===== src/rtl/ahb_mtx_in_stage_pkg.sv =====
// Shared encodings and bundle types for the AHB matrix input stage.
// Imported by the RTL top and the bench.
package ahb_mtx_in_stage_pkg;

  localparam logic [1:0] HTRANS_IDLE   = 2'b00;
  localparam logic [1:0] HTRANS_BUSY   = 2'b01;
  localparam logic [1:0] HTRANS_NONSEQ = 2'b10;
  localparam logic [1:0] HTRANS_SEQ    = 2'b11;

  localparam logic HRESP_OKAY  = 1'b0;
  localparam logic HRESP_ERROR = 1'b1;

  localparam int ADDR_W  = 32;
  localparam int TRANS_W = 2;
  localparam int SIZE_W  = 3;
  localparam int BURST_W = 3;
  localparam int PROT_W  = 4;

  typedef enum logic [1:0] {
    ST_IDLE = 2'b00,
    ST_PEND = 2'b01,
    ST_DATA = 2'b10
  } state_e;

  typedef struct packed {
    logic [ADDR_W-1:0]  addr;
    logic [TRANS_W-1:0] trans;
    logic               write;
    logic [SIZE_W-1:0]  size;
    logic [BURST_W-1:0] burst;
    logic [PROT_W-1:0]  prot;
    logic               mastlock;
  } ctrl_t;

endpackage


===== src/rtl/ahb_mtx_in_stage.sv =====
// AHB matrix input stage: forwards a master's address phase to the
// output arbiters, holding it while the arbiter has not yet accepted.
module ahb_mtx_in_stage
  import ahb_mtx_in_stage_pkg::*;
(
  input  logic                HCLK,
  input  logic                HRESETn,
  input  logic                HSELS,
  input  logic [ADDR_W-1:0]   HADDRS,
  input  logic [TRANS_W-1:0]  HTRANSS,
  input  logic                HWRITES,
  input  logic [SIZE_W-1:0]   HSIZES,
  input  logic [BURST_W-1:0]  HBURSTS,
  input  logic [PROT_W-1:0]   HPROTS,
  input  logic                HMASTLOCKS,
  input  logic                HREADYS,
  output logic                HREADYOUTS,
  output logic                HRESPS,
  output logic                req_op,
  output logic [ADDR_W-1:0]   addr_op,
  output logic [TRANS_W-1:0]  trans_op,
  output logic                write_op,
  output logic [SIZE_W-1:0]   size_op,
  output logic [BURST_W-1:0]  burst_op,
  output logic [PROT_W-1:0]   prot_op,
  output logic                mastlock_op,
  input  logic                addr_accept,
  input  logic                data_ready,
  input  logic                data_resp
);

  state_e state_q;
  state_e state_d;
  state_e launch;
  ctrl_t  live;
  ctrl_t  hold_q;
  ctrl_t  fwd;
  logic   live_valid;
  logic   capture;

  assign live_valid = HSELS & HREADYS & HTRANSS[1];

  assign live = '{
    addr:     HADDRS,
    trans:    HTRANSS,
    write:    HWRITES,
    size:     HSIZES,
    burst:    HBURSTS,
    prot:     HPROTS,
    mastlock: HMASTLOCKS
  };

  always_ff @(posedge HCLK or negedge HRESETn) begin
    if (!HRESETn) begin
      state_q <= ST_IDLE;
    end else begin
      state_q <= state_d;
    end
  end

  // Where a fresh live transfer goes, from IDLE or a finishing data phase
  always_comb begin
    launch = ST_IDLE;
    if (live_valid) begin
      launch = addr_accept ? ST_DATA : ST_PEND;
    end
  end

  always_comb begin
    state_d = state_q;
    unique case (state_q)
      ST_PEND: if (addr_accept) state_d = ST_DATA;
      ST_DATA: if (data_ready) state_d = launch;
      default: state_d = launch;
    endcase
  end

  assign capture = (state_d == ST_PEND) && (state_q != ST_PEND);

  always_ff @(posedge HCLK or negedge HRESETn) begin
    if (!HRESETn) begin
      hold_q <= '0;
    end else if (capture) begin
      hold_q <= live;
    end
  end

  always_comb begin
    fwd        = live;
    req_op     = live_valid;
    HREADYOUTS = 1'b1;
    HRESPS     = HRESP_OKAY;
    unique case (1'b1)
      (state_q == ST_PEND): begin
        fwd        = hold_q;
        req_op     = 1'b1;
        HREADYOUTS = 1'b0;
      end
      (state_q == ST_DATA): begin
        HREADYOUTS = data_ready;
        HRESPS     = data_resp;
      end
      default: ;
    endcase
  end

  assign addr_op     = fwd.addr;
  assign trans_op    = fwd.trans;
  assign write_op    = fwd.write;
  assign size_op     = fwd.size;
  assign burst_op    = fwd.burst;
  assign prot_op     = fwd.prot;
  assign mastlock_op = fwd.mastlock;

endmodule


===== config.mk =====
export PLATFORM = sky130hd
export DESIGN_NAME = ahb_mtx_in_stage
export DESIGN_NICKNAME = d
export VERILOG_FILES = /design/src/rtl/ahb_mtx_in_stage_pkg.sv /design/src/rtl/ahb_mtx_in_stage.sv
export SDC_FILE = /design/constraint.sdc
export NUM_CORES = 1
export LEC_CHECK = 0
export ABC_AREA = 1
export ABC_CLOCK_PERIOD_IN_PS = 3800
export CAP_MARGIN = 20
export CORE_ASPECT_RATIO = 0.6
export CORE_UTILIZATION = 40
export DETAILED_ROUTE_END_ITERATION = 10
export GPL_ROUTABILITY_DRIVEN = 0
export PLACE_DENSITY = 0.74
export SLEW_MARGIN = 0
export SYNTH_ARGS = -nofsm -noshare
export SYNTH_HDL_FRONTEND = slang
export SYNTH_SLANG_ARGS = --single-unit

===== constraint.sdc =====
create_clock -name HCLK -period 3.8 [get_ports HCLK]
set_input_delay 0.95 -clock HCLK [delete_from_list [all_inputs] [get_ports HCLK]]
set_output_delay 0.95 -clock HCLK [all_outputs]
set_load 0.01 [all_outputs]

# Yosys cells after proc, flatten, opt, wreduce, memory -nomap -nowiden
# Cells that the tools add are included.
totals:
  ff_bits: 48
  inputBits: 53
  wordCells: 24
  out_inout_bits: 49
op_classes:
  eq_ne: 4
  mux: 9
  bitwise_logic: 2
  n_reduce_logical: 1
op_table:
  columns: ["op", "count"]
  rows:
  - ["two-way mux 46 bit", 1]
  - ["two-way mux 2 bit", 4]
  - ["equality test 2 x 1 -> 1 bit (second input constant)", 2]
  - ["case mux 2 bit (2 select lines)", 1]
  - ["bitwise AND 1 bit", 2]
  - ["equality test 2 bit (second input constant)", 1]
  - ["two-way mux 1 bit", 2]
  - ["inequality test 2 x 1 -> 1 bit (second input constant)", 1]
  - ["case mux 1 bit (2 select lines)", 1]
  - ["logical AND 1 bit", 1]

# Longest topological paths before layout
# Gate-level depths: netlist of run 1.
logic_depth:
  depth_word: 7
  ltp_mapped: 13
  mapped_depth_nobuf: 10

# Worst setup path before layout of run 1
# Ideal clock, no wire load.
synth_timing:
  path_kind: "reg-to-output"
  startpoint: "register state_q[0]"
  endpoint: "output req_op"
  setup_slack_ns: 1.453
  arrival_time_ns: 1.397
  required_time_ns: 2.850
  path_stages_with_launch: 7
  n_path_buf: 3
  path_cell_list: "dfrtp_1 ha_1 buf_6 inv_2 buf_2 clkbuf_1 o21ai_0"
synth_via:
  elab_chain_cells: 2
synth_lines:
  columns: ["element", "line_no", "text"]
  rows:
  - ["start: declaration", "ahb_mtx_in_stage.sv:32", "state_e state_q;"]
  - ["start signal: assignment", "ahb_mtx_in_stage.sv:57", "state_q <= state_d;"]
  - ["equality test 2 x 1 -> 1 bit", "ahb_mtx_in_stage.sv:94", "(state_q == ST_PEND): begin"]
  - ["two-way mux 1 bit", "ahb_mtx_in_stage.sv:93", "unique case (1'b1)"]
  - ["end: declaration", "ahb_mtx_in_stage.sv:19", "output logic req_op,"]
# No other way between the ends.

# Worst setup path after layout of run 1
layout_timing:
  startpoint: "register state_q[1]"
  endpoint: "output prot_op[0]"
layout_via:
  elab_chain_cells: 2
layout_lines:
  columns: ["element", "line_no", "text"]
  rows:
  - ["equality test 2 x 1 -> 1 bit", "ahb_mtx_in_stage.sv:94", null]
  - ["two-way mux 46 bit", "ahb_mtx_in_stage.sv:93", null]
  - ["end: declaration", "ahb_mtx_in_stage.sv:25", "output logic [PROT_W-1:0] prot_op,"]
# No other way between the ends.

==> results.env, run 1 <==
REMAINING_DRC_ERRORS=0
INSTANCES_NO_FILL=553
FINALWORSTPATHREQUIREDPERIOD_NS=3.26
VIA_COUNT_OF_THE_FIRST_GLOBAL_ROUTING_PASS=2592
WORST-SLEW-PIN-TRANSITION_NS=0.865
CLKSLEWWORSTSETUPHOLDPATHS_NS=0.09
YOSYS_MOST_USED_DFF='dfrtp_1'
NUMCLOCKSINKS=48
DESIGN.FINAL.NETS=523
SYN_AREA_PER_CELL_UM2=6.89
ROUTED-VIA-COUNT=2697
CRIT_PATH_MAX_FANOUT=48
FIN_WORST_SKEW_NS=0.00817
DRIVE_GT1_FRAC=0.0426
FINISH.UTILIZATION=0.604
RESULT_OF_THE_RUN='finished clean'
NUM_CTS_BUFFERS=5
SYNTHTOPCELLSBYAREA='dfrtp_1 46%, nand2_1 34%, o21ai_0 8.2%, buf_6 2.6%, clkbuf_1 1.4%'
FILLER_CELL_COUNT=592
WORST_CASE_HEADROOM_TO_THE_MAX_SLEW_LIMIT=0.423
END_KIND='output pin'
DR.PASS1.ITERS=4
SETUP.WORST_PATH.START_CLASS='register'
H-TREE-DEPTH=2
CTS_MAX_PATH_BUFFERS=2
NUM_ROWS=22
PIN_COUNT_OF_THE_BIGGEST_NET_ENTERING_GLOBAL_ROUTING=49
ACHIEVABLE-FREQUENCY_MHz=307
MIN_DELAY_PATH_DEPTH=2
BUFFER_PORTS.INSERTED=101
DRT-TOTAL-WL_MM=7.07
SYNTH-SEQ-CELLS=48
SYNTH-WARNING-COUNT=0
FLOORPLAN.INITIALDENSITY=0.422
POST-CTS-SETUP-BUFFER-COUNT=0
WORST_EP_ARRIVAL_TIME_NS=2.31
TRITONCTS='done'
NUM_ANTENNA_CELLS=0
VDD_IR_DROP_MAX_V=0.000158
HPWL_MM=4.61
CLOCK_LATENCY_NS=0.30
SYNTH_MOST_COMMON_CELL='nand2_1'
WORST_HOLD_PATH_TYPE='reg2reg'
DIE_AREA_MM2=0.00690
POST_SYNTH_INST_COUNT=381
SYNTH_CELL_TYPES=19
POST_CTS.RESIZED_INSTANCES=0
ANT_NETS=0
SYNTH_TOP_AREA_FRAC=0.457
PLACED_CELLS_INCL_TAPS=544
FINAL-MAX-SLEW-VIOLATION-COUNT=0
POST_SYNTH_TOP_AREA_CELL='dfrtp_1'
MULTIINPUTGATEAREA_MM2=0.00124
CLK_ROOT_BUFFER_CELL='clkbuf_8'
SETUP.WORST_PATH.CLASS='reg2out'
GRT_FIRST_PASS_WIRELENGTH_MM=11.9
TIMING.FINAL.SETUP_VIOLATIONS=0
MAX-CAP-VIOLATIONS=0
TIMING.SETUP.TNS_NS=0
CELLPOWERDENSITY_mW_PER_MM2=372
ANTENNA_FOUND_INITIAL=0
SYNTH.CELLS.MOST_FREQUENT='240 x nand2_1, 48 x dfrtp_1, 43 x o21ai_0'
HOLD_BUFS_AT_CTS=0
PER_CELL_VIA_COUNT_IN_THE_ROUTED_DESIGN=4.88
SYNTH_ENABLE_FLOP_CELLS=0
SYNTH_FP_NETS=436
FF_LATCH_AREA_MM2=0.00120
CORE_AREA_MM2=0.00622
DIEHEIGHT_UM=64.8
FP.DIEW_UM=107
DR.FIRST_ITER.DRC_COUNT=157
FIN_CRIT_SH=0.857
IOPINCOUNT=102
FINAL_GLOBAL_ROUTE_OVERFLOW_TOTAL=0
WL_PER_CELL_UM=12.8
YOSYSSEQAREASHARE=0.457
RSZ_0062_RAISED_AFTER_GLOBAL_ROUTING='no'
SYN_AREA_MM2=0.00263
R2R.WORST_PATH.CELLS=9
POWER.TOTAL_mW=1.40
GLOBALROUTETOTALUTIL=0.215
CRITPATHREQUIREDTIME_NS=2.85
R2R_SLACK_NS=1.31
YS_ASYNC_SR_FRACTION=1.00
CELLLEAKAGEPOWER_nW=1.91
FINAL-HOLD-VIOLATION-COUNT=0
SYNTHTOLAYOUTAREAGROWTH_PCT=43.2
==> worst paths after layout <==
kind | startpoint | end
setup / recovery | state_q[1]$_DFF_PN0_ | prot_op[0]
setup reg to reg | state_q[1]$_DFF_PN0_ | hold_q[24]$_DFFE_PN0P_
hold reg to reg | hold_q[27]$_DFFE_PN0P_ | hold_q[27]$_DFFE_PN0P_
max in group asynchronous | HRESETn | hold_q[3]$_DFFE_PN0P_
hold / removal | hold_q[27]$_DFFE_PN0P_ | hold_q[27]$_DFFE_PN0P_
min in group asynchronous | HRESETn | hold_q[42]$_DFFE_PN0P_
==> cells by family (layout without fill, tap and decap cells) <==
| family | after synthesis | in the layout | share of synthesized area |
|---|---|---|---|
| buffers and inverters | 34 | 122 | 0.0696 |
| AO/OA/AOI/OAI | 49 | 49 | 0.0934 |
| flip-flops | 48 | 48 | 0.457 |
| adder cells (fa/ha/maj) | 2 | 2 | 0.00953 |
| AND/OR/NAND/NOR | 248 | 248 | 0.370 |
==> power breakdown <==
group	internal, mW	total (mW)	switching (mW)
Combinational	0.161	0.317	0.156
Clock	0.232	0.404	0.172
Sequential	0.623	0.678	0.0547
==> cell type report <==
class                      instances  share of cell area
tap                               84              0.0280
clock inverter                     1             0.00799
clock buffer                       7              0.0256
inverter                           9             0.00899
multi-input combinational        299               0.331
timing repair buffer             105               0.279
sequential                        48               0.319
==> layout by cell type, fill, tap and decap left out <==
cell,netlist,layout
nand3_1,2,2
bufinv_16,0,1
clkbuf_8,0,7
nand2_1,240,240
nand3_2,1,1
nand3_4,1,1
buf_2,2,1
o21ai_1,6,6
buf_4,1,3
dfrtp_1,48,48
nor2_8,1,1
ha_2,0,1
o21ai_0,43,43
inv_2,2,2
clkdlybuf4s50_1,0,100
buf_12,0,1
nand2_2,1,1
nor2_1,2,2
ha_1,2,1
inv_1,7,7
==> through the flow <==
stage          setup WS, ns  hold slack [ns]  area, um2
6_report              0.544            0.492       3760
5_1_grt               0.367            0.497       3760
4_1_cts               0.525            0.495       3740
3_5_place_dp          0.624            0.474       3610
3_3_place_gp          0.611            0.464       3610
2_1_floorplan          1.45            0.449       2630
==> critical path, cell delays in order, from the launching register on <==
cell and delay [ns]:
dfrtp_1 0.36, inv_1 0.06, ha_2 0.18, inv_2 0.63, nand2_1 0.11, nand2_1 0.09, clkdlybuf4s50_1 0.57
==> per-layer routing <==
layer	vias to the layer above	global-route usage	wire (um)
met5	-	0	0
met4	0	0.0377	29
met3	5	0.0433	430
met2	83	0.353	3140
met1	1269	0.299	3470
li1	1340	-	-
==> registers in the layout, summed over array words and instances (netlist names) <==
signal and count:
hold_q 46, state_q 2
Power figures use the tool's default switching activity.
==> inputs of run 2 (changes only) <==
--- a/config.mk
+++ b/config.mk
@@ -12,7 +12,7 @@
 export CORE_UTILIZATION = 40
 export DETAILED_ROUTE_END_ITERATION = 10
 export GPL_ROUTABILITY_DRIVEN = 0
-export PLACE_DENSITY = 0.74
+export PLACE_DENSITY_LB_ADDON = 0.25
 export SLEW_MARGIN = 0
 export SYNTH_ARGS = -nofsm -noshare
 export SYNTH_HDL_FRONTEND = slang
==> run 2 against run 1 <==
Design area is 0.30% lower. Non-clock buffer count is 1 higher. Global-route usage is 0.13 points lower. First-iteration DRC count is 2.5% lower. Via count is 1.4% lower. Critical path type unchanged.
==> results.env, run 2 (synthesis gave the netlist of run 1 again) <==
REGISTER_CONTAINING_THE_MOST_FLIP_FLOPS_IN_THE_FINAL_LAYOUT='hold_q'  # unchanged
FIN_WORST_SKEW_NS=0.00922  # was 0.00817 ns
FIN_CRIT_SH=0.867  # was 0.857
CELLINTERNALPOWER_mW=0.980  # was 1.02 mW
VIA_COUNT_OF_THE_FIRST_GLOBAL_ROUTING_PASS=2519  # was 2592
WORST-SLEW-PIN-TRANSITION_NS=0.621  # was 0.865 ns
WORST_PATH_LARGEST_CELL_DELAY_NS=0.55  # was 0.63 ns
POWER.COMBINATIONAL.FRACTION=0.235  # was 0.226
WORST_PATH_DOMINANT_CELL_FAMILY='buffers and inverters'  # unchanged
CELLPOWERDENSITY_mW_PER_MM2=361  # was 372 mW/mm2
PATH_BUF_INV=4  # was 3
DESIGN.FINAL.NETS=524  # was 523
SWITCHINGPOWER_mW=0.374  # was 0.382 mW
POST_CTS.RESIZED_INSTANCES=0  # unchanged
CORE_AREA_MM2=0.00622  # unchanged
WORST_R2R_STARTPOINT='state_q[1]$_DFF_PN0_'  # unchanged
REMAINING_DRC_ERRORS=0  # unchanged
LARGEST_REG_FLOPS=46  # unchanged
DRT-TOTAL-WL_MM=6.96  # was 7.07 mm
DPL_WORST_SLACK_NS=0.622  # was 0.624 ns
INSTANCES_NO_FILL=554  # was 553
MAX-CAP-VIOLATIONS=0  # unchanged
RESULT_OF_THE_RUN='finished clean'  # unchanged
BUFFER_PORTS.INSERTED=101  # unchanged
CLK_ROOT_BUFFER_CELL='clkbuf_8'  # unchanged
GLOBALROUTETOTALUTIL=0.214  # was 0.215
CLOCK_LATENCY_NS=0.30  # about the same
WORST_PATH_MAX_DELAY_CELL='clkdlybuf4s50_1'  # was inv_2
SETUP_SLACK_NS=0.506  # was 0.544 ns
VDD_IR_DROP_MAX_V=0.000214  # was 0.000158 V
FP.DIEW_UM=107  # unchanged
ANTENNA_FOUND_INITIAL=0  # unchanged
FINISH.UTILIZATION=0.603  # was 0.604
SETUP.WORST_PATH.START_CLASS='register'  # unchanged
SYNTHTOLAYOUTAREAGROWTH_PCT=42.7  # was 43.2%
WORST_EP_ARRIVAL_TIME_NS=2.34  # was 2.31 ns
ROUTED-VIA-COUNT=2658  # was 2697
WORST_CASE_HEADROOM_TO_THE_MAX_SLEW_LIMIT=0.586  # was 0.423
FILLER_CELL_COUNT=601  # was 592
PIN_COUNT_OF_THE_BIGGEST_NET_ENTERING_GLOBAL_ROUTING=51  # was 49
FINAL-HOLD-VIOLATION-COUNT=0  # unchanged
GRT_FIRST_PASS_WIRELENGTH_MM=11.7  # was 11.9 mm
LARGEST_REGISTERS_IN_THE_FINAL_LAYOUT='hold_q x46, state_q x2'  # unchanged
R2R_SLACK_NS=1.39  # was 1.31 ns
POST-CTS-SETUP-BUFFER-COUNT=0  # unchanged
ACHIEVABLE-FREQUENCY_MHz=304  # was 307 MHz
PATH_CELLS='inv_1 -> ha_2 -> inv_2 -> buf_4 -> nand2_1 -> nand2_1 -> clkdlybuf4s50_1'  # was inv_1 -> ha_2 -> inv_2 -> nand2_1 -> nand2_1 -> clkdlybuf4s50_1
ANT_NETS=0  # unchanged
PLACED_CELLS_INCL_TAPS=545  # was 544
NUM_CTS_BUFFERS=5  # unchanged
HOLD_BUFS_AT_CTS=0  # unchanged
CRIT_PATH_END='addr_op[15]'  # was prot_op[0]
TIMING.FINAL.SETUP_VIOLATIONS=0  # unchanged
CRIT_PATH_MAX_FANOUT=25  # was 48
CLKSLEWWORSTSETUPHOLDPATHS_NS=0.09  # about the same
PATH_DEPTH=7  # was 6
WL_PER_CELL_UM=12.6  # was 12.8 um
DR.FIRST_ITER.DRC_COUNT=153  # was 157
SEQ_POWER_SHARE=0.500  # was 0.485
DIE_AREA_MM2=0.00690  # unchanged
FLOORPLAN.INITIALDENSITY=0.422  # unchanged
CRITPATHREQUIREDTIME_NS=2.85  # about the same
FINALWORSTPATHREQUIREDPERIOD_NS=3.29  # was 3.26 ns
CRITPATHLAUNCH='state_q[1]$_DFF_PN0_'  # unchanged
PER_CELL_VIA_COUNT_IN_THE_ROUTED_DESIGN=4.80  # was 4.88
DR.PASS1.ITERS=5  # was 4
LAYOUT_COMMON_CELLS='240 x nand2_1, 100 x clkdlybuf4s50_1, 48 x dfrtp_1, 43 x o21ai_0, 7 x inv_1'  # was 240 x nand2_1, 100 x clkdlybuf4s50_1, 48 x dfrtp_1, 43 x o21ai_0
TRITONCTS='done'  # unchanged
NUMCLOCKSINKS=48  # unchanged
LAYOUT_COMMONEST_CELL='nand2_1'  # unchanged
TIMING.SETUP.TNS_NS=0  # unchanged
SHARE_CLK_OF_TOTAL_POWER=0.265  # was 0.289
WORST_HOLD_PATH_TYPE='reg2reg'  # unchanged
CTS_MAX_PATH_BUFFERS=2  # unchanged
POWER.TOTAL_mW=1.35  # was 1.40 mW
NUM_ROWS=22  # unchanged
MOST_PREVALENT_STANDARD_CELL_ON_THE_CRITICAL_PATH='nand2_1'  # unchanged
DIEHEIGHT_UM=64.8  # unchanged
SWSHARE=0.276  # was 0.273
FINAL_GLOBAL_ROUTE_OVERFLOW_TOTAL=0  # unchanged
NUM_ANTENNA_CELLS=0  # unchanged
FINAL-MAX-SLEW-VIOLATION-COUNT=0  # unchanged
RSZ_0062_RAISED_AFTER_GLOBAL_ROUTING='no'  # unchanged
DRIVE_GT1_FRAC=0.0426  # about the same
R2R.WORST_PATH.CELLS=11  # was 9
REGTOREGENDPOINT='hold_q[5]$_DFFE_PN0P_'  # was hold_q[24]$_DFFE_PN0P_
END_KIND='output pin'  # unchanged
SETUP.WORST_PATH.CLASS='reg2out'  # unchanged
IOPINCOUNT=102  # unchanged
HPWL_MM=4.60  # was 4.61 mm
H-TREE-DEPTH=2  # unchanged
CELLLEAKAGEPOWER_nW=1.90  # was 1.91 nW
[run 2: metrics by stage]
stage               hold slack, ns  area (um2)
global route                 0.513        3750
detailed placement           0.475        3620
finish                       0.494        3750
global placement             0.464        3620
CTS                          0.498        3730
floorplan                    0.449        2630
[run 2: per-layer routing]
layer / GRT usage / wire (um)
met1: 0.293 / 3440
met5: 0 / 0
met2: 0.348 / 3010
met4: 0.0531 / 53
met3: 0.0443 / 453
[run 2: how the worst min path moves through the flow]
stage | from | end | slack [ns] | depth (start not counted)
floorplan | hold_q[27]$_DFFE_PN0P_ | hold_q[27]$_DFFE_PN0P_ | 0.45 | 2
global placement | hold_q[44]$_DFFE_PN0P_ | hold_q[44]$_DFFE_PN0P_ | 0.46 | 2
detailed placement | hold_q[17]$_DFFE_PN0P_ | hold_q[17]$_DFFE_PN0P_ | 0.48 | 2
CTS | hold_q[17]$_DFFE_PN0P_ | hold_q[17]$_DFFE_PN0P_ | 0.50 | 2
global route | HRESETn | hold_q[9]$_DFFE_PN0P_ | 0.51 | 1
finish | hold_q[17]$_DFFE_PN0P_ | hold_q[17]$_DFFE_PN0P_ | 0.49 | 2
[run 2: power by group through the flow]
stage | registers [mW] | logic (mW) | clock network [mW]
final | 0.677 | 0.318 | 0.359
after global routing | 0.690 | 0.361 | 0.394
after CTS | 0.677 | 0.319 | 0.369
after detailed placement | 0.686 | 0.319 | 0
after global placement | 0.679 | 0.307 | 0
after floorplan | 0.671 | 0.161 | 0
[run 2: tightest hold or removal path: cells and delay by family, from the launching register on]
family | cells | cell delay, ns
DFF | 1 | 0.35
AOI/OAI and AO/OA | 1 | 0.06
and+or+nand+nor | 1 | 0.05
[run 2: layout make-up]
class / instances / area [um2] / area share
sequential: 48 / 1200 / 0.320
timing repair buffer: 106 / 1060 / 0.282
clock inverter: 2 / 35.0 / 0.00935
inverter: 9 / 33.8 / 0.00901
tap: 84 / 105 / 0.0280
multi-input combinational: 299 / 1240 / 0.332
clock buffer: 6 / 72.6 / 0.0194
